**config.mk**
```make
export PLATFORM = sky130hd
export DESIGN_NAME = trigger_match_ctrl
export DESIGN_NICKNAME = d
export VERILOG_FILES = /design/src/rtl/trigger_match_ctrl_pkg.sv /design/src/rtl/trigger_match_ctrl_trig_match_unit.sv /design/src/rtl/trigger_match_ctrl.sv
export SDC_FILE = /design/constraint.sdc
export NUM_CORES = 1
export LEC_CHECK = 0
export ABC_AREA = 1
export BUFFER_PORTS_ARGS = -buffer_cell sky130_fd_sc_hd__buf_2
export CAP_MARGIN = 10
export CORE_MARGIN = 5
export CORE_UTILIZATION = 46
export CTS_CLUSTER_DIAMETER = 200
export DETAILED_ROUTE_END_ITERATION = 8
export GPL_TIMING_DRIVEN = 1
export HOLD_SLACK_MARGIN = 0.1
export PLACE_DENSITY = 0.84
export SLEW_MARGIN = 5
export SYNTH_ARGS = -nofsm -noshare
export SYNTH_HDL_FRONTEND = slang
export SYNTH_SLANG_ARGS = --single-unit
```
**constraint.sdc**
```tcl
create_clock -name cpu_clk -period 1.4 [get_ports cpu_clk]
set_input_delay 0.21 -clock cpu_clk [delete_from_list [all_inputs] [get_ports cpu_clk]]
set_output_delay 0.21 -clock cpu_clk [all_outputs]
set_load 0.01 [all_outputs]
```
**src/rtl/trigger_match_ctrl_pkg.sv**
```systemverilog
// rtl/trigger_match_ctrl_pkg.sv - shared mcontrol field positions, trigger type and FSM encodings
// Purpose: common definitions for trigger_match_ctrl and trig_match_unit.
// Ports: none (package).
package trigger_match_ctrl_pkg;

  // mcontrol field positions
  localparam int MCTRL_TYPE_MSB   = 31;
  localparam int MCTRL_TYPE_LSB   = 28;
  localparam int MCTRL_HIT_BIT    = 20;
  localparam int MCTRL_ACTION_MSB = 15;
  localparam int MCTRL_ACTION_LSB = 12;
  localparam int MCTRL_M_BIT      = 6;
  localparam int MCTRL_U_BIT      = 3;
  localparam int MCTRL_EXEC_BIT   = 2;
  localparam int MCTRL_STORE_BIT  = 1;
  localparam int MCTRL_LOAD_BIT   = 0;

  localparam logic [3:0] MCTRL_TYPE = 4'd2;

  typedef enum logic [1:0] {
    ST_IDLE     = 2'd0,
    ST_REQ      = 2'd1,
    ST_DBG_WAIT = 2'd2,
    ST_DBG_ACT  = 2'd3
  } trig_state_e;

  // Only action 0 (breakpoint) and 1 (debug entry) are supported; anything
  // else, or a non-mcontrol type, leaves the trigger inert.
  function automatic logic mctrl_enabled(input logic [31:0] mctrl);
    return (mctrl[MCTRL_TYPE_MSB:MCTRL_TYPE_LSB] == MCTRL_TYPE) &&
           (mctrl[MCTRL_ACTION_MSB:MCTRL_ACTION_LSB+1] == 3'd0);
  endfunction

endpackage

```
**src/rtl/trigger_match_ctrl_trig_match_unit.sv**
```systemverilog
// rtl/trigger_match_ctrl_trig_match_unit.sv - one trigger's qualify/compare logic
// Purpose: combinational match bit for a single mcontrol trigger.
// Ports: mctrl/tdata2 trigger config; pc_valid/pc execute stream;
//        mem_valid/mem_wr/mem_addr load-store stream; priv_m privilege;
//        match qualified hit; action captured action bit (0 brk, 1 debug).
import trigger_match_ctrl_pkg::*;

module trig_match_unit (
  input  logic [31:0] mctrl,
  input  logic [31:0] tdata2,
  input  logic        pc_valid,
  input  logic [31:0] pc,
  input  logic        mem_valid,
  input  logic        mem_wr,
  input  logic [31:0] mem_addr,
  input  logic        priv_m,
  output logic        match,
  output logic        action
);

  logic enabled;
  logic priv_ok;
  logic exec_hit;
  logic load_hit;
  logic store_hit;
  logic unused_bits;

  assign enabled   = mctrl_enabled(mctrl);
  assign priv_ok   = (mctrl[MCTRL_M_BIT] & priv_m) | (mctrl[MCTRL_U_BIT] & ~priv_m);
  assign exec_hit  = mctrl[MCTRL_EXEC_BIT] & pc_valid & (pc == tdata2);
  assign load_hit  = mctrl[MCTRL_LOAD_BIT] & mem_valid & ~mem_wr & (mem_addr == tdata2);
  assign store_hit = mctrl[MCTRL_STORE_BIT] & mem_valid & mem_wr & (mem_addr == tdata2);

  assign match  = enabled & priv_ok & (exec_hit | load_hit | store_hit);
  assign action = mctrl[MCTRL_ACTION_LSB];

  // Fields that do not take part in matching (hit bit is set elsewhere).
  assign unused_bits = ^{mctrl[MCTRL_TYPE_LSB-1:MCTRL_HIT_BIT+1], mctrl[MCTRL_HIT_BIT],
                         mctrl[MCTRL_HIT_BIT-1:MCTRL_ACTION_MSB+1],
                         mctrl[MCTRL_ACTION_LSB-1:MCTRL_M_BIT+1],
                         mctrl[MCTRL_M_BIT-1:MCTRL_U_BIT+1]};

endmodule

```
**src/rtl/trigger_match_ctrl.sv**
```systemverilog
// rtl/trigger_match_ctrl.sv - two-trigger match controller with request/ack handshake
// Purpose: evaluates two mcontrol triggers, reports the winning hit through a
//          trig_req/trig_ack handshake and tracks debug-mode entry/exit.
// Optional: KRV_TRIG_HITCNT_EN adds saturating per-trigger hit counters.
// Ports: cpu_clk/cpu_rstn clock and async active-low reset;
//        mctrl_t0/t1, tdata2_t0/t1 trigger configuration;
//        pc_valid/pc, mem_valid/mem_wr/mem_addr match sources;
//        priv_m, dbg_mode core state;
//        trig_req/trig_ack/trig_action/trig_id request handshake;
//        hit_set one-cycle pulse to set mcontrol hit bit;
//        hit_cnt_clr/hit_cnt_t0/hit_cnt_t1 counters (KRV_TRIG_HITCNT_EN only).
import trigger_match_ctrl_pkg::*;

module trigger_match_ctrl (
  input  logic        cpu_clk,
  input  logic        cpu_rstn,
  input  logic [31:0] mctrl_t0,
  input  logic [31:0] mctrl_t1,
  input  logic [31:0] tdata2_t0,
  input  logic [31:0] tdata2_t1,
  input  logic        pc_valid,
  input  logic [31:0] pc,
  input  logic        mem_valid,
  input  logic        mem_wr,
  input  logic [31:0] mem_addr,
  input  logic        priv_m,
  input  logic        dbg_mode,
  output logic        trig_req,
  input  logic        trig_ack,
  output logic        trig_action,
  output logic        trig_id,
  output logic [1:0]  hit_set
`ifdef KRV_TRIG_HITCNT_EN
  ,
  input  logic        hit_cnt_clr,
  output logic [15:0] hit_cnt_t0,
  output logic [15:0] hit_cnt_t1
`endif
);

  trig_state_e state_q;
  trig_state_e state_d;
  logic        capture;
  logic        match0;
  logic        match1;
  logic        action0;
  logic        action1;

  trig_match_unit u_match_t0 (
    .mctrl     (mctrl_t0),
    .tdata2    (tdata2_t0),
    .pc_valid  (pc_valid),
    .pc        (pc),
    .mem_valid (mem_valid),
    .mem_wr    (mem_wr),
    .mem_addr  (mem_addr),
    .priv_m    (priv_m),
    .match     (match0),
    .action    (action0)
  );

  trig_match_unit u_match_t1 (
    .mctrl     (mctrl_t1),
    .tdata2    (tdata2_t1),
    .pc_valid  (pc_valid),
    .pc        (pc),
    .mem_valid (mem_valid),
    .mem_wr    (mem_wr),
    .mem_addr  (mem_addr),
    .priv_m    (priv_m),
    .match     (match1),
    .action    (action1)
  );

  // Matches are only acted on from IDLE outside debug mode; in every other
  // state they are simply not looked at, which drops them.
  always_comb begin
    state_d = state_q;
    capture = 1'b0;
    case (state_q)
      ST_IDLE: begin
        if (!dbg_mode && (match0 || match1)) begin
          state_d = ST_REQ;
          capture = 1'b1;
        end
      end
      ST_REQ: begin
        if (trig_ack) begin
          state_d = trig_action ? ST_DBG_WAIT : ST_IDLE;
        end
      end
      ST_DBG_WAIT: begin
        if (dbg_mode) begin
          state_d = ST_DBG_ACT;
        end
      end
      ST_DBG_ACT: begin
        if (!dbg_mode) begin
          state_d = ST_IDLE;
        end
      end
      default: state_d = ST_IDLE;
    endcase
  end

  // id/action are only loaded on capture so later mctrl/tdata2 edits cannot
  // disturb an outstanding request; trigger 0 wins a simultaneous match.
  always_ff @(posedge cpu_clk or negedge cpu_rstn) begin
    if (!cpu_rstn) begin
      state_q     <= ST_IDLE;
      trig_id     <= 1'b0;
      trig_action <= 1'b0;
      hit_set     <= 2'b00;
    end else begin
      state_q <= state_d;
      hit_set <= 2'b00;
      if (capture) begin
        trig_id     <= ~match0;
        trig_action <= match0 ? action0 : action1;
        hit_set     <= match0 ? 2'b01 : 2'b10;
      end
    end
  end

  assign trig_req = (state_q == ST_REQ);

`ifdef KRV_TRIG_HITCNT_EN
  logic [15:0] cnt0_q;
  logic [15:0] cnt1_q;

  // Counters follow the hit_set pulse; clear wins over a same-cycle pulse.
  always_ff @(posedge cpu_clk or negedge cpu_rstn) begin
    if (!cpu_rstn) begin
      cnt0_q <= 16'd0;
      cnt1_q <= 16'd0;
    end else if (hit_cnt_clr) begin
      cnt0_q <= 16'd0;
      cnt1_q <= 16'd0;
    end else begin
      if (hit_set[0] && (cnt0_q != 16'hFFFF)) begin
        cnt0_q <= cnt0_q + 16'd1;
      end
      if (hit_set[1] && (cnt1_q != 16'hFFFF)) begin
        cnt1_q <= cnt1_q + 16'd1;
      end
    end
  end

  assign hit_cnt_t0 = cnt0_q;
  assign hit_cnt_t1 = cnt1_q;
`endif

endmodule

```
==> impl_metrics.py, run 1 <==
metrics = {
    "synth": {
        "yosysSeqAreaShare_pct": 4.29,
        "syn_area_mm2": 0.00350,
        "synth_ff_type": "dfrtp_1",
        "ys_types": 34,
        "synthCells": 748,
        "syn_area_per_cell_um2": 4.68,
        "synth_edf_count": 0,
        "ys_seq_elements": 6,
        "yosysWarnings": 0,
        "synthArstFlopShare_pct": 100,
        "synth_nets": 948,
    },
    "cts": {
        "cts_max_path_buffers": 2,
        "cts_buffers": 3,
        "htreeDepth": 1,
        "cts_sinks": 6,
        "root_buffer": "clkbuf_8",
    },
    "floorplanning": {
        "rows": 31,
        "die_w_um": 97.3,
        "initial_core_util_pct": 47.8,
        "die_y_um": 97.3,
        "io_pins": 205,
    },
    "run_status": {
        "status": "did not finish",
        "error": "[ERROR GRT-0232] Routing congestion too high. Check the congestion heatmap in the GUI.",
        "haltStage": "global routing",
    },
    "placed_design": {
        "dp_hpwl_mm": 17.2,
        "gp_congestion": 1.11,
        "place_area_mm2": 0.00548,
        "io_buffers": 166,
    },
    "sta": {
        "grt_worst_setup_endpoint": "state_q[0]$_DFFE_PN0P_/D",
        "worstEndpointType": "register data pin",
    },
    "grt": {
        "grt_use_total_pct": 60.6,
        "grt_overflow": 6,
        "grt_max_degree": 7,
    },
}
-- logic make-up after synthesis --
kind of cell | Yosys count | synth area share (%)
AND/OR/NAND/NOR | 504 | 61.8
buffers and inverters | 157 | 16.8
XOR/XNOR | 41 | 10.3
AO/OA/AOI/OAI | 38 | 6.18
flip-flops | 6 | 4.29
multiplexers | 2 | 0.643
-- what timing repair did --
item                                    in CTS
hold buffers                                 1
endpoints found under the hold margin        6
pin swaps                                   99
gates cloned                                 0
gates resized for setup                    212
endpoints found under the setup margin       5
buffers inserted                            21
-- routing by layer --
layer	global-route usage (%)	GRT overflow
met4	56.8	1
met3	42.1	0
met5	0	0
met2	81.7	5
met1	60.9	0
-- metrics by stage --
stage	instances	setup WS, ps
global placement	1146	-344
floorplan	748	99.0
detailed placement	1146	-387
CTS	1169	-27.1
-- cell usage after synthesis, types with 3 or more instances --
cell | number | share of area, %
nand3b_1 | 3 | 0.64
dfrtp_1 | 6 | 4.3
nand4_1 | 38 | 6.8
clkinv_1 | 15 | 1.6
inv_2 | 19 | 2.0
nor3_1 | 9 | 1.3
nand2_1 | 301 | 32
nand3_1 | 28 | 4.0
a21oi_1 | 5 | 0.71
o2111ai_1 | 3 | 0.75
nor3b_1 | 3 | 0.64
o22ai_1 | 3 | 0.54
xnor2_1 | 36 | 9.0
nor4_1 | 8 | 1.4
inv_1 | 123 | 13
nand2_2 | 5 | 0.89
nor2_1 | 93 | 10
o21ai_0 | 22 | 3.1
xor2_1 | 5 | 1.3
nand3_2 | 4 | 1.1
==> run 2: changes to the inputs <==
--- a/config.mk
+++ b/config.mk
@@ -9,12 +9,10 @@
 export BUFFER_PORTS_ARGS = -buffer_cell sky130_fd_sc_hd__buf_2
 export CAP_MARGIN = 10
 export CORE_MARGIN = 5
-export CORE_UTILIZATION = 46
-export CTS_CLUSTER_DIAMETER = 200
+export CORE_UTILIZATION = 40
 export DETAILED_ROUTE_END_ITERATION = 8
 export GPL_TIMING_DRIVEN = 1
-export HOLD_SLACK_MARGIN = 0.1
-export PLACE_DENSITY = 0.84
+export PLACE_DENSITY_LB_ADDON = 0.15
 export SLEW_MARGIN = 5
 export SYNTH_ARGS = -nofsm -noshare
 export SYNTH_HDL_FRONTEND = slang
==> run 2 against run 1 <==
Net effect:
- the flow now finishes, with violations (setup timing)
- area after synthesis did not move
- synthesized cell count unchanged
==> impl_metrics.py, run 2 <==
metrics = {
    "run_status": {
        "status": "finished with violations",
        "violations": "setup timing",
    },
    "finish": {
        "fin_cells": 1203,
        "area.sequential_um2": 150,
        "num_antenna_cells": 0,
        "mostFrequentLayoutCells": "263 x nand2_1, 182 x buf_4, 141 x buf_2, 107 x inv_1, 76 x nor2_1",
        "final_common_cell": "nand2_1",
        "area_growth_pct": 80.3,
        "finish.net_count": 1297,
        "fin_util_pct": 73.1,
        "fin_area_mm2": 0.00631,
        "multi_input_area_mm2": 0.00307,
        "fillCellCount": 831,
        "drive_above_1_share_pct": 43.2,
    },
    "sta": {
        "finClkSkew_ps": 1.16,
        "period_share_pct": 111,
        "tightest_slew_ps": 405,
        "fin_crit_ps": 1560,
        "fmax_mhz": 642,
        "fin_setup_tns_ps": -472,
        "setup_ws_ps": -158,
        "slew_violations": 0,
        "finalSetupViolations": 5,
        "hold_viol": 0,
        "holdWs_ps": 273,
        "maxSlewHeadroom_pct": 73.0,
        "rsz0062_at_grt": "true",
    },
    "cts": {
        "cts_max_path_buffers": 2,
        "path_clk_slew_ps": 40,
        "cts_sinks": 6,
        "clock_latency_ps": 220,
        "root_buffer": "clkbuf_8",
        "cts_tree": "built",
        "cts_buffers": 3,
        "htreeDepth": 1,
    },
    "floorplanning": {
        "initial_core_util_pct": 40.6,
        "io_pins": 205,
        "die-area_mm2": 0.0107,
        "die_w_um": 104,
        "die_y_um": 104,
        "rows": 34,
        "core_area_mm2": 0.00864,
    },
    "drt": {
        "antenna_left": 0,
        "routed.top_layer": "met4",
        "drc": 0,
        "viasPerCell": 5.06,
        "route.met2.wl_mm": 9.22,
        "wl_met3_mm": 1.99,
        "drt_iter0_drc": 577,
        "routed_wl_mm": 19.9,
        "dr.pass1.iters": 5,
        "vias": 6092,
        "drt-met1-wl_mm": 7.86,
        "wl_per_cell_um": 16.5,
    },
    "synth": {
        "yosysSeqAreaShare_pct": 4.29,
        "syn_area_mm2": 0.00350,
        "synthTopCellsByArea": "nand2_1 32%, inv_1 13%, nor2_1 10%",
        "yosysWarnings": 0,
        "yosys.area.top_type_share_pct": 32.3,
        "ys_types": 34,
        "synth_ff_type": "dfrtp_1",
        "synth_top_cell_by_area": "nand2_1",
        "synth_most_common_cell": "nand2_1",
        "synthCells": 748,
        "synthArstFlopShare_pct": 100,
        "synth_edf_count": 0,
        "syn_area_per_cell_um2": 4.68,
        "synth_common_cells": "301 x nand2_1, 123 x inv_1, 93 x nor2_1, 38 x nand4_1, 36 x xnor2_1",
        "synth_nets": 948,
        "ys_seq_elements": 6,
    },
    "critical_path": {
        "critPathTopFamily": "simple AND/OR/NAND/NOR gates",
        "critPathBufInv": 4,
        "rrSetupSlack_ps": 190,
        "r2r_end": "trig_action$_DFFE_PN0N_",
        "critical-path-max-stage-delay_ps": 130,
        "cp-startpoint": "pc[23]",
        "crit-reg2reg-launch": "state_q[0]$_DFFE_PN0P_",
        "worstSetupStartpointType": "primary input",
        "cp.arrival_ps": 1710,
        "endpoint_kind": "register",
        "critPathMaxFanout": 3,
        "crit_slowest_cell": "buf_2",
        "crit_cells": 17,
        "crit_type": "primary input to register",
        "ff2ff_path_depth": 5,
        "crit_top_cell": "nand2_1",
        "crit_chain": "buf_2, nand2_2, buf_4, nand2_1, clkinv_1, nand2_1, nor2_1, nand2_1, nor2_2, nand3_1, nand2_1, nand2_2, nand2_2, nand3_2, inv_1, nand3_2, nand2_1",
        "endpoint": "trig_action$_DFFE_PN0N_",
        "crit_required_ps": 1560,
    },
    "grt": {
        "grt_overflow": 0,
        "antenna_found_initial": 0,
        "grt_use_total_pct": 33.6,
        "grt_first_pass_wirelength_mm": 28.6,
        "grt_max_degree": 7,
        "grt_pass1_vias": 5624,
    },
    "power_and_ir_drop": {
        "vdd_ir_drop_max_uv": 316,
        "cellLeakagePower_nw": 3.79,
        "power.density_mw_per_mm2": 402,
        "p_total_mw": 2.54,
    },
    "placed_design": {
        "io_buffers": 166,
        "place_area_mm2": 0.00568,
        "dp_cells": 1184,
        "pre_cts_slack_ps": -604,
        "dp_hpwl_mm": 17.2,
        "gp_congestion": 1.07,
    },
    "worst_hold_path": {
        "hp-class": "primary input to register",
    },
    "job": {
        "max_cap_violations": 0,
    },
}
-- run 2: cell counts after synthesis --
Identical to the previous run, type by type.
-- run 2: kinds of logic (layout without fill, tap and decap cells) --
| kind of cell | Yosys count | after routing | share of synthesized area (%) |
|---|---|---|---|
| XOR/XNOR | 41 | 41 | 10.3 |
| flip-flops | 6 | 6 | 4.29 |
| AND/OR/NAND/NOR | 504 | 504 | 61.8 |
| AO/OA/AOI/OAI | 38 | 38 | 6.18 |
| buffers and inverters | 157 | 504 | 16.8 |
| multiplexers | 2 | 2 | 0.643 |
-- run 2: how the worst min path moves through the flow --
stage	startpoint	end	cells after the start
after floorplan	cpu_rstn	async pin	0
after global placement	cpu_rstn	hit_set[0]$_DFF_PN0_	1
after detailed placement	cpu_rstn	hit_set[0]$_DFF_PN0_	1
after CTS	mctrl_t1[12]	trig_action$_DFFE_PN0N_	3
after global routing	mctrl_t1[12]	trig_action$_DFFE_PN0N_	3
final	mctrl_t1[12]	trig_action$_DFFE_PN0N_	3
-- run 2: layout make-up --
type / count / share of cell area [%]
Multi-Input combinational cell: 585 / 48.6
Timing Repair Buffer: 344 / 36.8
Inverter: 157 / 9.49
Sequential cell: 6 / 2.38
Tap cell: 108 / 2.14
Clock buffer: 3 / 0.654
-- run 2: where the power goes --
group          total [mW]  switching, mW  internal, mW  leakage, nW
Clock               0.258         0.0731         0.185       0.0216
Sequential          0.205         0.0151         0.190       0.0767
Combinational        2.08           1.12         0.955         3.69
Total                2.54           1.21          1.33         3.79
-- run 2: what timing repair did --
item,4_1_cts,5_1_grt
resized for setup,83,68
buffers inserted,14,2
hold buffers,1,0
hold endpoints to repair,6,0
setup endpoints to repair,5,5
pin swaps,42,35
-- run 2: worst min-delay path: cells and delay by family --
| family | cells | cell delay, ps |
|---|---|---|
| buffers and inverters | 1 | 110 |
| and+or+nand+nor | 2 | 120 |
-- run 2: per-layer routing --
| metal | vias to the layer above | global-route usage [%] |
|---|---|---|
| met5 | - | 0 |
| li1 | 2993 | - |
| met2 | 355 | 56.2 |
| met3 | 57 | 6.97 |
| met4 | 0 | 11.0 |
| met1 | 2687 | 42.7 |
(Power assumes the default switching activity.)
